File: src/rtl/proc_io_hub.sv
// Buffered I/O hub between a proc_fx core and NUIOIN input / NUIOOU output channels, one FIFO per channel.
// Optional status word at input address NUIOIN is enabled by defining IOHUB_STATUS_EN.
module proc_io_hub #(
  parameter int NUBITS = 31,
  parameter int NUIOIN = 4,
  parameter int NUIOOU = 4,
  parameter int FDEPTH = 4,
  parameter int IAW    = $clog2(NUIOIN + 1),
  parameter int OAW    = (NUIOOU > 1) ? $clog2(NUIOOU) : 1
) (
  input  logic                       clk,
  input  logic                       rst,
  input  logic                       proc_req_in,
  input  logic [IAW-1:0]             addr_in,
  output logic [NUBITS-1:0]          proc_in,
  input  logic                       proc_out_en,
  input  logic [OAW-1:0]             addr_out,
  input  logic [NUBITS-1:0]          proc_out,
  input  logic [NUIOIN*NUBITS-1:0]   ext_in_data,
  input  logic [NUIOIN-1:0]          ext_in_valid,
  output logic [NUIOIN-1:0]          ext_in_ready,
  output logic [NUIOOU*NUBITS-1:0]   ext_out_data,
  output logic [NUIOOU-1:0]          ext_out_valid,
  input  logic [NUIOOU-1:0]          ext_out_ready,
  output logic [NUIOIN-1:0]          unf_flag,
  output logic [NUIOOU-1:0]          ovf_flag
);

  localparam int PW = $clog2(FDEPTH);
  localparam int CW = PW + 1;
  localparam int SW = 2 * (NUIOIN + NUIOOU);

`ifdef IOHUB_STATUS_EN
  localparam bit STATUS_EN = 1'b1;
`else
  localparam bit STATUS_EN = 1'b0;
`endif

  typedef logic [NUBITS-1:0] word_t;

  // Handshake: a word moves on a channel in any cycle where valid and ready are both high at posedge.
  word_t         in_mem_q   [NUIOIN][FDEPTH];
  word_t         in_mem_d   [NUIOIN][FDEPTH];
  logic [PW-1:0] in_wptr_q  [NUIOIN];
  logic [PW-1:0] in_wptr_d  [NUIOIN];
  logic [PW-1:0] in_rptr_q  [NUIOIN];
  logic [PW-1:0] in_rptr_d  [NUIOIN];
  logic [CW-1:0] in_cnt_q   [NUIOIN];
  logic [CW-1:0] in_cnt_d   [NUIOIN];
  word_t         in_hold_q  [NUIOIN];
  word_t         in_hold_d  [NUIOIN];

  word_t         out_mem_q  [NUIOOU][FDEPTH];
  word_t         out_mem_d  [NUIOOU][FDEPTH];
  logic [PW-1:0] out_wptr_q [NUIOOU];
  logic [PW-1:0] out_wptr_d [NUIOOU];
  logic [PW-1:0] out_rptr_q [NUIOOU];
  logic [PW-1:0] out_rptr_d [NUIOOU];
  logic [CW-1:0] out_cnt_q  [NUIOOU];
  logic [CW-1:0] out_cnt_d  [NUIOOU];

  logic [NUIOIN-1:0] unf_q, unf_d;
  logic [NUIOOU-1:0] ovf_q, ovf_d;

  logic [NUIOIN-1:0] in_full, in_push, in_pop, in_under, in_sel;
  logic [NUIOOU-1:0] out_full, out_empty, out_wr, out_push, out_pop, out_drop;
  logic [SW-1:0]     status_word;
  logic              status_sel;
  logic              status_rd;

  always_comb begin : in_ctrl
    in_full  = '0;
    in_sel   = '0;
    in_push  = '0;
    in_pop   = '0;
    in_under = '0;
    for (int i = 0; i < NUIOIN; i++) begin
      in_full[i]  = (in_cnt_q[i] == CW'(FDEPTH));
      in_sel[i]   = proc_req_in && (addr_in == IAW'(i));
      // ready depends only on full, so a full FIFO refuses a push even when it pops
      in_push[i]  = ext_in_valid[i] && !in_full[i];
      in_pop[i]   = in_sel[i] && (in_cnt_q[i] != '0);
      in_under[i] = in_sel[i] && (in_cnt_q[i] == '0);
    end
  end

  always_comb begin : out_ctrl
    out_full  = '0;
    out_empty = '0;
    out_wr    = '0;
    out_pop   = '0;
    out_push  = '0;
    out_drop  = '0;
    for (int j = 0; j < NUIOOU; j++) begin
      out_full[j]  = (out_cnt_q[j] == CW'(FDEPTH));
      out_empty[j] = (out_cnt_q[j] == '0);
      out_wr[j]    = proc_out_en && (addr_out == OAW'(j));
      out_pop[j]   = !out_empty[j] && ext_out_ready[j];
      // a full FIFO that pops in the same cycle still has room for the core's word
      out_push[j]  = out_wr[j] && (!out_full[j] || out_pop[j]);
      out_drop[j]  = out_wr[j] && out_full[j] && !out_pop[j];
    end
  end

  always_comb begin : status_logic
    status_word = {ovf_q, unf_q, ~ext_out_valid, ~ext_in_ready};
    status_sel  = STATUS_EN && (addr_in == IAW'(NUIOIN));
    status_rd   = status_sel && proc_req_in;
  end

  always_comb begin : in_next
    in_mem_d  = in_mem_q;
    in_wptr_d = in_wptr_q;
    in_rptr_d = in_rptr_q;
    in_cnt_d  = in_cnt_q;
    in_hold_d = in_hold_q;
    for (int i = 0; i < NUIOIN; i++) begin
      if (in_push[i]) begin
        in_mem_d[i][in_wptr_q[i]] = ext_in_data[i*NUBITS +: NUBITS];
        in_wptr_d[i]              = in_wptr_q[i] + PW'(1);
      end
      if (in_pop[i]) begin
        in_hold_d[i] = in_mem_q[i][in_rptr_q[i]];
        in_rptr_d[i] = in_rptr_q[i] + PW'(1);
      end
      in_cnt_d[i] = in_cnt_q[i] + CW'(in_push[i]) - CW'(in_pop[i]);
    end
  end

  always_comb begin : out_next
    out_mem_d  = out_mem_q;
    out_wptr_d = out_wptr_q;
    out_rptr_d = out_rptr_q;
    out_cnt_d  = out_cnt_q;
    for (int j = 0; j < NUIOOU; j++) begin
      if (out_push[j]) begin
        out_mem_d[j][out_wptr_q[j]] = proc_out;
        out_wptr_d[j]               = out_wptr_q[j] + PW'(1);
      end
      if (out_pop[j]) begin
        out_rptr_d[j] = out_rptr_q[j] + PW'(1);
      end
      out_cnt_d[j] = out_cnt_q[j] + CW'(out_push[j]) - CW'(out_pop[j]);
    end
  end

  // A flag raised in the cycle of a status read survives the clear
  always_comb begin : flag_next
    unf_d = (unf_q & ~{NUIOIN{status_rd}}) | in_under;
    ovf_d = (ovf_q & ~{NUIOOU{status_rd}}) | out_drop;
  end

  always_comb begin : proc_read
    proc_in = '0;
    for (int i = 0; i < NUIOIN; i++) begin
      if (addr_in == IAW'(i)) begin
        proc_in = (in_cnt_q[i] != '0) ? in_mem_q[i][in_rptr_q[i]] : in_hold_q[i];
      end
    end
    if (status_sel) begin
      proc_in = NUBITS'(status_word);
    end
  end

  always_comb begin : ext_drive
    ext_in_ready  = ~in_full;
    ext_out_valid = ~out_empty;
    ext_out_data  = '0;
    for (int j = 0; j < NUIOOU; j++) begin
      ext_out_data[j*NUBITS +: NUBITS] = out_mem_q[j][out_rptr_q[j]];
    end
    unf_flag = unf_q;
    ovf_flag = ovf_q;
  end

  always_ff @(posedge clk) begin
    if (rst) begin
      in_mem_q   <= '{default: '0};
      in_wptr_q  <= '{default: '0};
      in_rptr_q  <= '{default: '0};
      in_cnt_q   <= '{default: '0};
      in_hold_q  <= '{default: '0};
      out_mem_q  <= '{default: '0};
      out_wptr_q <= '{default: '0};
      out_rptr_q <= '{default: '0};
      out_cnt_q  <= '{default: '0};
      unf_q      <= '0;
      ovf_q      <= '0;
    end else begin
      in_mem_q   <= in_mem_d;
      in_wptr_q  <= in_wptr_d;
      in_rptr_q  <= in_rptr_d;
      in_cnt_q   <= in_cnt_d;
      in_hold_q  <= in_hold_d;
      out_mem_q  <= out_mem_d;
      out_wptr_q <= out_wptr_d;
      out_rptr_q <= out_rptr_d;
      out_cnt_q  <= out_cnt_d;
      unf_q      <= unf_d;
      ovf_q      <= ovf_d;
    end
  end

endmodule

File: config.mk
export PLATFORM = sky130hd
export DESIGN_NAME = proc_io_hub
export DESIGN_NICKNAME = d
export VERILOG_FILES = /design/src/rtl/proc_io_hub.sv
export SDC_FILE = /design/constraint.sdc
export NUM_CORES = 2
export LEC_CHECK = 0
export CAP_MARGIN = 20
export CORE_MARGIN = 1.5
export CORE_UTILIZATION = 55
export DETAILED_ROUTE_END_ITERATION = 16
export PLACE_DENSITY = 0.8
export SYNTH_ARGS = -nofsm -noshare
export SYNTH_HDL_FRONTEND = slang
export SYNTH_SLANG_ARGS = --single-unit
File: constraint.sdc
create_clock -name clk -period 4.95 [get_ports clk]
set_clock_uncertainty 0.2 [all_clocks]
set_input_delay 0.99 -clock clk [delete_from_list [all_inputs] [get_ports clk]]
set_output_delay 0.99 -clock clk [all_outputs]
set_load 0.02 [all_outputs]
== Word level (Yosys, flattened, before mapping) ==
Index checks and enable logic that the tools add are counted.

* Register bits: 1180
* Bits in latches: 0
* Memory bits (writable): 0
* Bits in read-only memories: 0
* Input bits: 172
* Output and inout port bits: 171
* Logic and storage cells: 286
* Memories: 0

* $add $sub $neg: 32
* Multiply operators: 0
* Div/mod/pow operators: 0
* Magnitude comparators: 24
* Equal/unequal tests: 14
* Shifts and indexed selects: 0
* Multiplexer cells: 56
* Bitwise gates (word level): 20
* Reduce and logical (&&, ||, !) cells: 78

{| class="wikitable"
|+ Operators by type and width
! operator !! count
|-
| bitwise mux 124 bit || 8
|-
| two-way mux 31 bit || 32
|-
| binary-select mux 31 bit (select 2 bit) || 8
|-
| demux 31 bit (select 2 bit) || 8
|-
| greater-or-equal comparator 3 bit (second input constant) || 16
|-
| inverter 2 -> 3 bit || 16
|-
| logical AND 1 bit || 44
|-
| adder 2 x 1 -> 2 bit (second input constant) || 16
|-
| logical NOT 3 bit || 9
|-
| adder 3 x 1 -> 3 bit || 8
|-
| == test 3 bit (second input constant) || 8
|-
| less-than comparator 3 x 1 -> 1 bit (second input constant) || 8
|-
| subtractor 3 x 1 -> 3 bit || 8
|-
| logical NOT 1 bit || 16
|-
| nonzero test 3 bit || 4
|-
| inverter 4 bit || 2
|-
| OR 4 bit || 2
|-
| == test 3 x 2 -> 1 bit (second input constant) || 2
|-
| == test 2 bit (second input constant) || 2
|-
| logical OR 1 bit || 4
|-
| == test 3 x 1 -> 1 bit (second input constant) || 1
|-
| == test 2 x 1 -> 1 bit (second input constant) || 1
|-
| logical NOT 2 bit || 1
|}

== Depth between registers and ports, before layout ==
* Depth after elaboration: 9
* Depth in mapped cells: 14

== Worst setup path before layout ==
Ideal clock, no wire load.

* Path type: input to output
* Start point: input port addr_in[0]
* End point: output port proc_in[10]
* Arrival: 2.297 ns
* Required time: 3.760 ns
* Setup slack: 1.463 ns
* Stages on the path: 5
* Path buffers: 1
* Cells stage by stage: or3b_1 clkbuf_1 nor2_2 a222oi_1 a31oi_1

* Cells in the longest elaborated chain, start to end: 5
* Elaborated cells on any way between the ends: 8

{| class="wikitable"
|+ Ends and longest elaborated chain
! element !! RTL line !! RTL
|-
| start: declaration || 14 || <nowiki>input logic [IAW-1:0] addr_in,</nowiki>
|-
| logical NOT 3 bit || 156 || <nowiki>if (addr_in == IAW'(i)) begin</nowiki>
|-
| two-way mux 31 bit (3 in a row) || 156 ||
|-
| two-way mux 31 bit (*) || 156 ||
|-
| end: declaration || 15 || <nowiki>output logic [NUBITS-1:0] proc_in,</nowiki>
|}

Every way passes the cells marked *; elsewhere a longest branch is shown, timed or not.

== Worst setup path after layout ==
* Start point: input port addr_in[0]
* End point: output port proc_in[29]

The elaborated chain is that of the path after synthesis.

==> out/qor.txt <==
status: complete, no violations
register share of total power: 43.2%
critical path type: input pin to primary output
Post-Route Setup TNS: 0 ps
r2r worst-path depth: 12
Tmin final: 4790 ps
final std cells w/o fill: 7,263
largest net degree at the start of global routing: 121
Worst R2R End: in_cnt_q[5]
nets@finish: 6,206
Max Buffers Root-to-Sink: 3
Worst EP arrival: 3600 ps
TritonRoute pass-1 iters: 6
measured slew at the worst slew-check pin: 958 ps
H-Tree Depth: 3
number of global-route vias before repair: 41,200
Antenna Violating Nets Remaining: 0
Worst Hold Path EP: in_mem_q[271]
Crit path largest cell delay: 670 ps
gr ovfl total: 0
Core Area: 90,300 sq um
RSZ-0062 raised after global routing: no
peak supply drop: 0.381 mV
achievable frequency: 0.209 GHz
# IOs: 343
sequential share of the synthesized area: 47.1%
final wirelength: 152,000 um
GRT Total Usage: 31.8%
Die W: 305 um
Starting Density: 55.6%
Min-Delay Path Depth: 2
post-DP HPWL: 98,000 um
CP bufs+invs: 2
Port Buf Inserts: 342
max_slew headroom: 36.1%
Worst path depth: 6
switch share: 29.3%
Netlist Area Pre-Place: 50,200 sq um
worst hold-check path type: register to register
CTS tree: yes
Min-Delay Startpoint: in_mem_q[271]
Int Power: 0.0171 W
Die Y: 305 um
P&R area growth vs syn: 14.5%
footprint of the multi-input gates: 23,700 sq um
Ys Warns: 0
# DRC: 0
fillers: 7,251
Mapped Cells: 5,961
# rows: 110
placed insts: 7,034
flop-to-flop setup slack: 1800 ps
logic gate share of total power: 18.2%
Net Count, Synth: 6,189
Clock Power Share: 38.6%
clock sinks: 1,180
crit start category: input pin
R2R Path Start: in_cnt_q[4]
first-pass GRT wire length: 233,000 um
share of cells above drive strength 1: 9.94%
Leak: 19.1 nW
cells along the critical path: clkdlybuf4s50_1 -> nor3b_4 -> and2_1 -> a222oi_1 -> a31oi_1 -> clkdlybuf4s50_1
clock-pin slew on the worst setup and hold paths: 60 ps
max-cap violations: 0
number of vias per cell: 5.91
Final setup viols: 0
Synth cell types: 44
Vias: 42,900
most frequent CP cell: clkdlybuf4s50_1
PwrDens: 421 nW/um^2
Register Area: 23,600 sq um
Root Buffer: clkbuf_16
Hold Vio Cnt, Final: 0
initial drt markers: 4,507
pins over their slew limit: 0
die area: 93,100 sq um
crit share post-route: 96.7%
Critical-path top delay cell: clkdlybuf4s50_1
Post-Syn Area per Cell: 8.42 sq um
wire length per cell: 20.9 um
sw power: 0.00710 W
initial antenna violation count: 13
data required time of the worst path: 3760 ps
worst skew pair latency: 720 ps
total CTS buffers: 118
critical path endpoint category: primary output
Worst path top cell family by delay: buffers and inverters
postcts setup bufs: 0
number of synthesized register bits: 1,180
Placer Congestion: 0.962
CP Max Fanout: 8
cells by family (layout without fill, tap and decap cells):
| kind of cell | after synthesis | after routing | synth area share, % |
|---|---|---|---|
| compound gates | 1235 | 1235 | 12.8 |
| other cells | 0 | 9 | 0 |
| flops | 1180 | 1180 | 47.1 |
| xor+xnor | 40 | 40 | 0.698 |
| mux | 273 | 273 | 11.6 |
| buf+inv | 603 | 720 | 6.00 |
| fa+ha+maj | 56 | 56 | 1.52 |
| simple gates | 2574 | 2574 | 20.3 |
layout make-up:
type	instances	share of cell area, %
tap	1176	2.56
multi-input combinational	4178	41.2
inverter	44	0.287
antenna	9	0.0392
sequential	1180	41.1
clock buffer	167	5.88
timing repair buffer	456	7.72
clock inverter	53	1.24
synth_stat cells (all sizes together):
cell	n	area, sq um
dfxtp	1180	23600
mux2i	25	250
clkbuf	213	800
nor2	48	183
inv	44	165
nand2b	3	18.8
a211oi	8	60.1
or4b	4	43.8
and3b	2	17.5
nor3b	3	32.5
a221oi	7	80.1
ha	48	601
nor3	5	30.0
nand4	26	163
and2	6	40.0
and3	40	250
or3b	5	43.8
nand3	110	571
xor2	15	131
a31oi	32	200
xnor2	25	219
and4b	1	10.0
nand3b	2	15.0
nand2	2295	8610
a222oi	9	90.1
or3	7	43.8
o31a	4	35.0
fa	8	160
o2bb2ai	23	201
buf	346	2050
nor2b	17	106
mux4	248	5590
a21oi	1152	5770
timing repair:
item | CTS | global route
resized for setup | 0 | 1
endpoints found under the setup margin | 0 | 1
hold buffers | 0 | 0
worst max path at each step:
stage / from / endpoint / slack [ps]
floorplan: addr_in[0] / proc_in[10] / 1460
global placement: addr_in[1] / proc_in[7] / 180
detailed placement: addr_in[1] / proc_in[7] / 160
CTS: addr_in[1] / proc_in[7] / 150
global route: addr_in[0] / proc_in[7] / 60
finish: addr_in[0] / proc_in[29] / 160
layer usage:
layer,part of all wire [%],vias up,routed length [um],global-route usage [%]
met2,48,2115,72700,52.5
met1,37,20400,55600,38.6
met3,8.4,437,12800,4.74
li1,-,19900,-,-
met4,7.2,4,10900,21.0
met5,0.018,-,27,0
state kept, by name, summed over array words and instances, names as in the netlist:
register / count
in_mem_q: 496
in_hold_q: 124
out_cnt_q: 12
in_cnt_q: 12
out_wptr_q: 8
in_wptr_q: 8
ovf_flag: 4
unf_flag: 4
out_mem_q: 496
out_rptr_q: 8
in_rptr_q: 8
placed cells by master, fill, tap and decap left out, types with 47 or more instances in the layout:
cell / count
clkbuf_16: 119
nor2_1: 47
clkdlybuf4s50_1: 338
nand2_1: 2295
dfxtp_1: 1172
nand3_1: 93
mux4_2: 248
a21oi_1: 1152
ha_1: 48
buf_4: 104
power groups by stage:
stage               combinational (W)  sequential (W)  clock [W]
global placement              0.00427          0.0106          0
CTS                           0.00436          0.0105    0.00942
floorplan                     0.00305          0.0104          0
finish                        0.00442          0.0105    0.00935
detailed placement            0.00434          0.0107          0
global route                  0.00469          0.0105    0.00980
per-stage QoR:
| stage | hold slack (ps) | worst slack (ps) | cell area (sq um) | total power, W | util (%) |
|---|---|---|---|---|---|
| 5_1_grt | 264 | 60.5 | 57500 | 0.0250 | 63.7 |
| 3_3_place_gp | 234 | 177 | 53400 | 0.0149 | 59.1 |
| 4_1_cts | 252 | 152 | 57500 | 0.0242 | 63.7 |
| 2_1_floorplan | 233 | 1460 | 50200 | 0.0135 | - |
| 6_report | 251 | 163 | 57500 | 0.0242 | 63.7 |
| 3_5_place_dp | 243 | 159 | 53400 | 0.0150 | 59.1 |
worst min-delay path: cells and delay by family, from the launching register on:
| family | cells | cell delay (ps) |
|---|---|---|
| compound gates | 1 | 50 |
| flops | 1 | 310 |
| simple gates | 1 | 50 |
(Power assumes the default switching activity.)
